### src/rtl/axi_test_sequencer_if.sv
// Host/gen-chk signal bundle for the test sequencer.
// slave is the sequencer view; master is the host plus gen/chk view that drives the inputs.
interface axi_test_sequencer_if #(
  parameter int CNT_WIDTH = 16
);
  logic                 i_go;
  logic                 i_abort;
  logic                 o_start;
  logic                 i_fail;
  logic                 i_test_complete;
  logic                 o_busy;
  logic                 o_done;
  logic                 o_pass;
  logic                 o_fail_sticky;
  logic                 o_timeout;
  logic [CNT_WIDTH-1:0] o_run_count;
  logic [CNT_WIDTH-1:0] o_fail_count;

  modport slave (
    input  i_go, i_abort, i_fail, i_test_complete,
    output o_start, o_busy, o_done, o_pass, o_fail_sticky, o_timeout,
    output o_run_count, o_fail_count
  );

  modport master (
    output i_go, i_abort, i_fail, i_test_complete,
    input  o_start, o_busy, o_done, o_pass, o_fail_sticky, o_timeout,
    input  o_run_count, o_fail_count
  );
endinterface

### src/rtl/axi_test_sequencer.sv
// Sequences NUM_RUNS gen/chk passes with idle gaps and a per-pass watchdog,
// accumulating run/fail counts and a final pass/fail verdict.
module axi_test_sequencer #(
  parameter int NUM_RUNS       = 4,
  parameter int TIMEOUT_CYCLES = 1048576,
  parameter int GAP_CYCLES     = 16,
  parameter int CNT_WIDTH      = 16
) (
  input  logic                 i_clk,
  input  logic                 i_reset_n,
  axi_test_sequencer_if.slave  bus
);

  localparam int GAP_EFF = (GAP_CYCLES < 4) ? 4 : GAP_CYCLES;
  localparam int WD_W    = $clog2(TIMEOUT_CYCLES);
  localparam int GAP_W   = $clog2(GAP_EFF);

  localparam logic [WD_W-1:0]      WD_LAST    = WD_W'(TIMEOUT_CYCLES - 1);
  localparam logic [GAP_W-1:0]     GAP_LAST   = GAP_W'(GAP_EFF - 1);
  localparam logic [CNT_WIDTH-1:0] RUN_TARGET = CNT_WIDTH'(NUM_RUNS);
  localparam logic                 CONTINUOUS = (NUM_RUNS == 0);

  typedef enum logic [1:0] {
    IDLE = 2'd0,
    RUN  = 2'd1,
    GAP  = 2'd2,
    DONE = 2'd3
  } state_t;

  function automatic logic [CNT_WIDTH-1:0] sat_inc(input logic [CNT_WIDTH-1:0] v);
    sat_inc = (&v) ? v : v + CNT_WIDTH'(1);
  endfunction

  state_t               state_r;
  logic                 go_q_r;
  logic                 fail_latch_r;
  logic [WD_W-1:0]      wd_r;
  logic [GAP_W-1:0]     gap_cnt_r;
  logic                 start_r;
  logic                 busy_r;
  logic                 done_r;
  logic                 pass_r;
  logic                 fail_sticky_r;
  logic                 timeout_r;
  logic [CNT_WIDTH-1:0] run_count_r;
  logic [CNT_WIDTH-1:0] fail_count_r;

  logic go_edge_s;
  logic pass_failed_s;
  logic runs_done_s;

  assign go_edge_s     = bus.i_go & ~go_q_r;
  assign pass_failed_s = fail_latch_r | bus.i_fail;
  assign runs_done_s   = ~CONTINUOUS & (run_count_r == RUN_TARGET);

  // Sequencer FSM with all status outputs registered alongside the state.
  always_ff @(posedge i_clk or negedge i_reset_n) begin
    if (!i_reset_n) begin
      state_r       <= IDLE;
      go_q_r        <= 1'b1;
      fail_latch_r  <= 1'b0;
      wd_r          <= '0;
      gap_cnt_r     <= '0;
      start_r       <= 1'b0;
      busy_r        <= 1'b0;
      done_r        <= 1'b0;
      pass_r        <= 1'b0;
      fail_sticky_r <= 1'b0;
      timeout_r     <= 1'b0;
      run_count_r   <= '0;
      fail_count_r  <= '0;
    end else begin
      go_q_r <= bus.i_go;
      if (bus.i_abort) begin
        // Counts and sticky flags stay visible for readback after an abort.
        state_r <= IDLE;
        start_r <= 1'b0;
        busy_r  <= 1'b0;
        done_r  <= 1'b0;
        pass_r  <= 1'b0;
      end else begin
        case (state_r)
          IDLE, DONE: begin
            if (go_edge_s) begin
              state_r       <= RUN;
              start_r       <= 1'b1;
              busy_r        <= 1'b1;
              done_r        <= 1'b0;
              pass_r        <= 1'b0;
              fail_sticky_r <= 1'b0;
              timeout_r     <= 1'b0;
              run_count_r   <= '0;
              fail_count_r  <= '0;
              fail_latch_r  <= 1'b0;
              wd_r          <= '0;
            end
          end
          RUN: begin
            // A complete on the watchdog's last cycle still counts as a normal pass.
            if (bus.i_test_complete) begin
              run_count_r <= run_count_r + CNT_WIDTH'(1);
              if (pass_failed_s) begin
                fail_count_r  <= sat_inc(fail_count_r);
                fail_sticky_r <= 1'b1;
              end
              start_r   <= 1'b0;
              gap_cnt_r <= '0;
              state_r   <= GAP;
            end else if (wd_r == WD_LAST) begin
              timeout_r    <= 1'b1;
              fail_count_r <= sat_inc(fail_count_r);
              start_r      <= 1'b0;
              busy_r       <= 1'b0;
              done_r       <= 1'b1;
              pass_r       <= 1'b0;
              state_r      <= DONE;
            end else begin
              wd_r <= wd_r + WD_W'(1);
              if (bus.i_fail) begin
                fail_latch_r <= 1'b1;
              end
            end
          end
          GAP: begin
            if (gap_cnt_r == GAP_LAST) begin
              if (runs_done_s) begin
                state_r <= DONE;
                busy_r  <= 1'b0;
                done_r  <= 1'b1;
                pass_r  <= (fail_count_r == '0) & ~timeout_r;
              end else begin
                state_r      <= RUN;
                start_r      <= 1'b1;
                wd_r         <= '0;
                fail_latch_r <= 1'b0;
              end
            end else begin
              gap_cnt_r <= gap_cnt_r + GAP_W'(1);
            end
          end
          default: begin
            state_r <= IDLE;
            start_r <= 1'b0;
            busy_r  <= 1'b0;
            done_r  <= 1'b0;
            pass_r  <= 1'b0;
          end
        endcase
      end
    end
  end

  assign bus.o_start       = start_r;
  assign bus.o_busy        = busy_r;
  assign bus.o_done        = done_r;
  assign bus.o_pass        = pass_r;
  assign bus.o_fail_sticky = fail_sticky_r;
  assign bus.o_timeout     = timeout_r;
  assign bus.o_run_count   = run_count_r;
  assign bus.o_fail_count  = fail_count_r;

endmodule
### src/flat_wrapper.sv
// flat-port wrapper written by rule: the top's interface ports become plain ports
module axi_test_sequencer_flat 
#(
  parameter int NUM_RUNS       = 4,
  parameter int TIMEOUT_CYCLES = 1048576,
  parameter int GAP_CYCLES     = 16,
  parameter int CNT_WIDTH      = 16
)
  (i_clk, i_reset_n, bus_i_go, bus_i_abort, bus_i_fail, bus_i_test_complete, bus_o_start, bus_o_busy, bus_o_done, bus_o_pass, bus_o_fail_sticky, bus_o_timeout, bus_o_run_count, bus_o_fail_count);
  axi_test_sequencer_if #(.CNT_WIDTH(CNT_WIDTH)) bus_i ();
  input  logic i_clk;
  input  logic i_reset_n;
  input wire logic [$bits(bus_i.i_go)-1:0] bus_i_go;
  input wire logic [$bits(bus_i.i_abort)-1:0] bus_i_abort;
  input wire logic [$bits(bus_i.i_fail)-1:0] bus_i_fail;
  input wire logic [$bits(bus_i.i_test_complete)-1:0] bus_i_test_complete;
  output wire logic [$bits(bus_i.o_start)-1:0] bus_o_start;
  output wire logic [$bits(bus_i.o_busy)-1:0] bus_o_busy;
  output wire logic [$bits(bus_i.o_done)-1:0] bus_o_done;
  output wire logic [$bits(bus_i.o_pass)-1:0] bus_o_pass;
  output wire logic [$bits(bus_i.o_fail_sticky)-1:0] bus_o_fail_sticky;
  output wire logic [$bits(bus_i.o_timeout)-1:0] bus_o_timeout;
  output wire logic [$bits(bus_i.o_run_count)-1:0] bus_o_run_count;
  output wire logic [$bits(bus_i.o_fail_count)-1:0] bus_o_fail_count;
  assign bus_i.i_go = bus_i_go;
  assign bus_i.i_abort = bus_i_abort;
  assign bus_i.i_fail = bus_i_fail;
  assign bus_i.i_test_complete = bus_i_test_complete;
  assign bus_o_start = bus_i.o_start;
  assign bus_o_busy = bus_i.o_busy;
  assign bus_o_done = bus_i.o_done;
  assign bus_o_pass = bus_i.o_pass;
  assign bus_o_fail_sticky = bus_i.o_fail_sticky;
  assign bus_o_timeout = bus_i.o_timeout;
  assign bus_o_run_count = bus_i.o_run_count;
  assign bus_o_fail_count = bus_i.o_fail_count;
  axi_test_sequencer #(.NUM_RUNS(NUM_RUNS), .TIMEOUT_CYCLES(TIMEOUT_CYCLES), .GAP_CYCLES(GAP_CYCLES), .CNT_WIDTH(CNT_WIDTH)) u_core (.i_clk(i_clk), .i_reset_n(i_reset_n), .bus(bus_i));
endmodule
### config.mk
export PLATFORM = sky130hd
export DESIGN_NAME = axi_test_sequencer_flat
export DESIGN_NICKNAME = d
export VERILOG_FILES = /design/src/rtl/axi_test_sequencer_if.sv /design/src/rtl/axi_test_sequencer.sv /design/src/flat_wrapper.sv
export SDC_FILE = /design/constraint.sdc
export NUM_CORES = 1
export LEC_CHECK = 0
export CORE_MARGIN = 2
export CORE_UTILIZATION = 35
export CTS_BUF_LIST = sky130_fd_sc_hd__clkbuf_4 sky130_fd_sc_hd__clkbuf_8
export DETAILED_ROUTE_END_ITERATION = 12
export GPL_TIMING_DRIVEN = 1
export SLEW_MARGIN = 30
export SYNTH_ARGS = -nofsm -noshare
export SYNTH_HDL_FRONTEND = slang
export SYNTH_SLANG_ARGS = --single-unit
export TNS_END_PERCENT = 1
### constraint.sdc
create_clock -name i_clk -period 7.6 [get_ports i_clk]
set_clock_uncertainty 0.2 [all_clocks]
set_input_delay 1.52 -clock i_clk [delete_from_list [all_inputs] [get_ports i_clk]]
set_output_delay 1.52 -clock i_clk [all_outputs]
set_load 0.02 [all_outputs]
==> impl_metrics.env, run 1 <==
export IMPL_reg2reg_from="u_core.state_r[0]"
export IMPL_critPathBufInv=1
export IMPL_die_x_um=112
export IMPL_dpl_hpwl_mm=7.22
export IMPL_synth_avg_cell_area_um2=8.97
export IMPL_ys_types=68
export IMPL_synth_area_um2=4070
export IMPL_period_minus_slack_ns=3.98
export IMPL_crit_type="input port to flop"
export IMPL_finalWirelength_mm=10.6
export IMPL_nets=502
export IMPL_htree_levels=3
export IMPL_drt_iter0_drc=351
export IMPL_cts_buffers=9
export IMPL_holdBufCountCts=0
export IMPL_fillCellCount=1143
export IMPL_synth_edf_count=0
export IMPL_grt_overflow_total=0
export IMPL_swShare_pct=36.4
export IMPL_row_count=39
export IMPL_finalSetupTns_ns=0
export IMPL_status="completed"
export IMPL_setup_viol=0
export IMPL_critPathRequiredTime_ns=7.60
export IMPL_cp_top_family="compound AO/OA/AOI/OAI gates"
export IMPL_grt_pass1_vias=3536
export IMPL_power_frac_seq_pct=40.6
export IMPL_cts_tree="done"
export IMPL_wire_per_inst_um=16.7
export IMPL_fmax_ghz=0.251
export IMPL_cts_setup_buffers=0
export IMPL_relSlewSlack_pct=39.5
export IMPL_maxCapViolations=0
export IMPL_num_antenna_cells=0
export IMPL_rsz0062_at_grt="no"
export IMPL_final_max_slew_viol_count=0
export IMPL_cts_root_buffer="clkbuf_8"
export IMPL_grt_max_degree=67
export IMPL_ff2ff_setup_slack_ns=4.63
export IMPL_synth_top_cell_area_share_pct=40.0
export IMPL_pwr_share_clk_pct=28.5
export IMPL_max_stage_delay_ns=0.73
export IMPL_combPwrFrac_pct=30.9
export IMPL_synthArstFlopShare_pct=100
export IMPL_crit_cells=5
export IMPL_min_path_type="flop to flop"
export IMPL_top_layer="met4"
export IMPL_critPathMaxFanout=15
export IMPL_die_y_um=112
export IMPL_power_density_nw_per_um2=234
export IMPL_critPathSlowestCell="clkdlybuf4s50_1"
export IMPL_grt_pass1_wl_mm=18.0
export IMPL_start_util_pct=35.8
export IMPL_startpoint="bus_i_abort"
export IMPL_synthFlopType="dfrtp_1"
export IMPL_remaining_drc_errors=0
export IMPL_antenna_found_initial=0
export IMPL_wl_met2_mm=4.80
export IMPL_vias=3635
export IMPL_post_cts_resized=0
export IMPL_yosys_warnings=0
export IMPL_vdd_drop_max_v=0.000103
export IMPL_synth_top_area_cell="dfrtp_1"
export IMPL_p_int_uw=716
export IMPL_avgViaCountPerCell=5.73
export IMPL_clockBufferDepth=2
export IMPL_first_pass_iters=5
export IMPL_dieArea_um2=12500
export IMPL_hold_viol=0
export IMPL_leakage_uw=0.00188
export IMPL_hold_start="u_core.wd_r[12]"
export IMPL_core_um2=11400
export IMPL_cts_sinks=66
export IMPL_cp_common_cell="a21oi_1"
export IMPL_io_buffers=43
export IMPL_worst_pin_slew_ns=0.904
export IMPL_antenna_left=0
export IMPL_power_switching_uw=410
export IMPL_syn_inst=453
export IMPL_postLayoutCoreUtil_pct=42.3
export IMPL_worstSkewPairLatency_ns=0.36
export IMPL_grtUsageTotal_pct=17.9
export IMPL_ys_ff_latch=66
export IMPL_worstPathArrival_ns=3.98
export IMPL_period_share_pct=52.3
export IMPL_timing_rr_end="u_core.wd_r[17]"
export IMPL_synthesis_nets=468
export IMPL_ioPinCount=44
export IMPL_clk_pin_slew_ns=0.07
export IMPL_ys_seq_area_share_pct=40.7
export IMPL_syn_to_final_growth_pct=18.4
export IMPL_critPathLaunchType="input port"
export IMPL_cp_cell_sequence="clkdlybuf4s50_1 -> a21oi_1 -> nand4_1 -> a21oi_1 -> a31oi_1"
export IMPL_met3_wirelength_um=403
export IMPL_synth_area_top_cells="dfrtp_1 (40%), o21ai_0 (4.1%), nand3_1 (3.9%)"
export IMPL_crit_end="u_core.wd_r[17]"
export IMPL_reg2reg_depth=6
export IMPL_drt_met1_wl_mm=5.17
export IMPL_place_congestion=0.845
export IMPL_drive_gt1_share_pct=8.15
export IMPL_critPathCaptureType="flop"
[cells by family (layout without fill, tap and decap cells)]
| kind of cell | Yosys count | in the layout | synth area share, % |
|---|---|---|---|
| mux | 6 | 6 | 1.51 |
| fa+ha+maj | 9 | 9 | 2.77 |
| compound gates | 123 | 123 | 21.3 |
| buf+inv | 42 | 80 | 4.62 |
| simple gates | 196 | 196 | 26.8 |
| flops | 66 | 66 | 40.7 |
| xor+xnor | 11 | 11 | 2.37 |
[layout make-up]
cell class	count	area (µm²)	share of cell area [%]
Sequential cell	66	1650	34.3
Inverter	18	67.6	1.40
Multi-Input combinational cell	345	2240	46.5
Tap cell	143	179	3.72
Clock buffer	13	173	3.59
Clock inverter	2	35.0	0.728
Timing Repair Buffer	47	468	9.72
[layer usage]
layer	up-vias	GRT usage, %
met1	1751	25.1
met3	18	2.94
met5	-	0
met4	0	8.23
met2	96	27.0
li1	1770	-
[cells in the mapped netlist, types with 6 or more instances]
| library cell | instances |
|---|---|
| nor2_1 | 32 |
| nand2b_1 | 7 |
| a31oi_1 | 17 |
| ha_1 | 9 |
| nand3_1 | 32 |
| o21ai_0 | 33 |
| inv_1 | 18 |
| and4_1 | 10 |
| clkbuf_1 | 14 |
| nor4_1 | 6 |
| nand4_1 | 17 |
| and2_1 | 7 |
| a21oi_1 | 23 |
| and3_1 | 9 |
| nor3_1 | 14 |
| xor2_1 | 7 |
| dfrtp_1 | 65 |
| nand2_1 | 38 |
[stage by stage]
stage	cells	cell area, µm²	setup slack [ns]	power (µW)	hold slack [ns]
after floorplan	453	4070	4.31	674	0.243
after global placement	618	4570	3.41	804	0.262
after detailed placement	618	4590	3.30	813	0.269
after CTS	633	4790	3.67	1140	0.278
after global routing	634	4810	3.43	1200	0.286
final	634	4810	3.62	1130	0.274
[registers in the layout, summed over array words and instances, names as in the netlist]
| register | count |
|---|---|
| u_core.wd_r | 20 |
| u_core.bus.o_fail_count | 16 |
| u_core.bus.o_start | 1 |
| u_core.fail_latch_r | 1 |
| u_core.bus.o_run_count | 16 |
| u_core.bus.o_fail_sticky | 1 |
| u_core.bus.o_done | 1 |
| u_core.bus.o_pass | 1 |
| u_core.state_r | 2 |
| u_core.bus.o_timeout | 1 |
| u_core.bus.o_busy | 1 |
| u_core.go_q_r | 1 |
| u_core.gap_cnt_r | 4 |
[power groups by stage]
stage	Clock (µW)	Sequential (µW)	Combinational, µW
finish	321	458	348
global route	346	466	385
CTS	328	457	350
detailed placement	0	463	350
global placement	0	461	343
floorplan	0	484	190
[worst min-delay path by stage]
stage                                  to  slack, ns  depth (start not counted)
after global placement    u_core.wd_r[12]       0.26                          1
after global routing      u_core.wd_r[12]       0.29                          1
after floorplan           u_core.wd_r[12]       0.24                          1
after CTS                 u_core.wd_r[12]       0.28                          1
after detailed placement  u_core.wd_r[12]       0.27                          1
final                     u_core.wd_r[12]       0.27                          1
[cell usage in the layout, fill, tap and decap left out, types with 3 or more instances in the layout]
| cell | instances |
|---|---|
| and4_1 | 10 |
| nand4_2 | 3 |
| nor3_1 | 14 |
| o41ai_1 | 3 |
| a41oi_1 | 4 |
| nand3_1 | 32 |
| buf_4 | 3 |
| a31oi_1 | 17 |
| nand2_1 | 38 |
| dfrtp_1 | 65 |
| o31ai_1 | 5 |
| clkbuf_8 | 12 |
| and3_1 | 9 |
| clkdlybuf4s50_1 | 42 |
| nor4_1 | 6 |
| nor2_1 | 32 |
| nand4_1 | 17 |
| nand2b_1 | 7 |
| xor2_1 | 7 |
| ha_1 | 9 |
| and2_1 | 7 |
| or3_1 | 3 |
| a21oi_1 | 22 |
| inv_1 | 18 |
| xnor2_1 | 4 |
| mux2i_1 | 5 |
| nor4bb_1 | 3 |
| o21ai_0 | 33 |
(Power assumes the default switching activity.)
==> run 2, diff against run 1 <==
Clock period 7.6 ns to 4 ns, I/O delays scaled along.
==> impl_metrics.env, run 2 (synthesis results as in run 1) <==
export IMPL_status="completed"
export IMPL_vias=3704
export IMPL_rsz0062_at_grt="no"
export IMPL_remaining_drc_errors=0
export IMPL_syn_to_final_growth_pct=18.7
export IMPL_dpl_cell_count=624
export IMPL_leakage_uw=0.00190
export IMPL_relSlewSlack_pct=52.0
export IMPL_period_share_pct=76.4
export IMPL_regMostFlops="u_core.wd_r"
export IMPL_fin_cells=641
export IMPL_grtUsageTotal_pct=17.5
export IMPL_worstPathArrival_ns=3.11
export IMPL_cts_buffers=9
export IMPL_die_x_um=112
export IMPL_post_cts_resized=0
export IMPL_worstSkewPairLatency_ns=0.37
export IMPL_fillCellCount=1128
export IMPL_avgViaCountPerCell=5.78
export IMPL_hold_viol=0
export IMPL_power_density_nw_per_um2=429
export IMPL_clk_pin_slew_ns=0.08
export IMPL_die_y_um=112
export IMPL_final_cell_mix="dfrtp_1 (65), clkdlybuf4s50_1 (42), nand2_1 (38), o21ai_0 (33)"
export IMPL_max_stage_delay_ns=0.64
export IMPL_cts_root_buffer="clkbuf_8"
export IMPL_finalSetupTns_ns=0
export IMPL_cts_tree="done"
export IMPL_dp_slack_ns=0.569
export IMPL_period_minus_slack_ns=3.06
export IMPL_antenna_left=0
export IMPL_critPathSlowestCell="a2111oi_4"
export IMPL_dieArea_um2=12500
export IMPL_dpl_hpwl_mm=7.30
export IMPL_cts_setup_buffers=0
export IMPL_maxCapViolations=0
export IMPL_grt_overflow_total=0
export IMPL_grt_pass1_vias=3543
export IMPL_io_buffers=43
export IMPL_critPathMaxFanout=12
export IMPL_num_antenna_cells=0
export IMPL_crit_type="input port to flop"
export IMPL_row_count=39
export IMPL_largest_reg_flops=20
export IMPL_drt_iter0_drc=207
export IMPL_first_pass_iters=4
export IMPL_place_congestion=0.880
export IMPL_clockBufferDepth=2
export IMPL_finalWirelength_mm=10.5
export IMPL_grt_pass1_wl_mm=17.9
export IMPL_final_common_cell="dfrtp_1"
export IMPL_nets=508
export IMPL_ff2ff_setup_slack_ns=1.12
export IMPL_critPathRequiredTime_ns=4.05
export IMPL_postLayoutCoreUtil_pct=42.4
export IMPL_min_path_type="input port to async pin"
export IMPL_cp_cell_sequence="clkdlybuf4s50_1 -> nor4bb_1 -> a2111oi_4 -> nand3_2 -> o311ai_0"
export IMPL_drive_gt1_share_pct=9.24
export IMPL_worst_pin_slew_ns=0.718
export IMPL_antenna_found_initial=0
export IMPL_holdBufCountCts=0
export IMPL_grt_max_degree=67
export IMPL_htree_levels=3
export IMPL_ioPinCount=44
export IMPL_fmax_ghz=0.327
export IMPL_vdd_drop_max_v=0.000226
export IMPL_core_um2=11400
export IMPL_cts_sinks=66
export IMPL_critPathLaunchType="input port"
export IMPL_critPathCaptureType="flop"
export IMPL_setup_viol=0
export IMPL_start_util_pct=35.8
export IMPL_fin_ws_ns=0.944
export IMPL_wire_per_inst_um=16.5
export IMPL_final_max_slew_viol_count=0
==> run 2: layout make-up <==
cell class,instances,area [µm²],area share [%]
clock buffers,13,160,3.32
clock inverters,3,15.0,0.311
inverters,18,67.6,1.40
multi-input cells,345,2240,46.4
flip-flops and latches,66,1650,34.3
well taps,143,179,3.71
repair buffers,53,513,10.6
==> run 2: critical path, delay by kind of cell <==
kind | cells | cell delay (ns)
buf+inv | 1 | 0.62
simple gates | 2 | 0.63
compound gates | 2 | 1.05
==> run 2: path summary, 6_finish.rpt <==
path,from,cells after the start,end
max,bus_i_test_complete,5,u_core.bus.o_fail_count[11]
max in group asynchronous,i_reset_n,3,u_core.wd_r[18]
min,i_reset_n,2,u_core.bus.o_run_count[5]
max reg2reg,u_core.state_r[0],6,u_core.bus.o_fail_count[11]
min in group i_clk,u_core.wd_r[12],1,u_core.wd_r[12]
min reg2reg,u_core.wd_r[12],1,u_core.wd_r[12]
==> run 2: routing by layer <==
layer / wire (µm) / GRT usage [%] / part of all wire, %
met5: 0 / 0 / 0
met4: 142 / 5.02 / 1.3
met3: 536 / 4.19 / 5.1
met2: 4960 / 27.4 / 47
met1: 4910 / 24.3 / 47
==> run 2: metrics by stage <==
stage	hold WS [ns]	cell area, µm²	total power (µW)
6_report	0.231	4820	2070
2_1_floorplan	0.243	4070	1280
4_1_cts	0.289	4800	2090
3_5_place_dp	0.287	4630	1560
3_3_place_gp	0.266	4620	1540
5_1_grt	0.273	4820	2200
==> run 2: power breakdown <==
part | total [µW] | leakage, µW | internal, µW | switching (µW)
clock network | 520 | 0.0000974 | 260 | 260
logic | 681 | 0.000911 | 283 | 398
registers | 868 | 0.000895 | 750 | 118
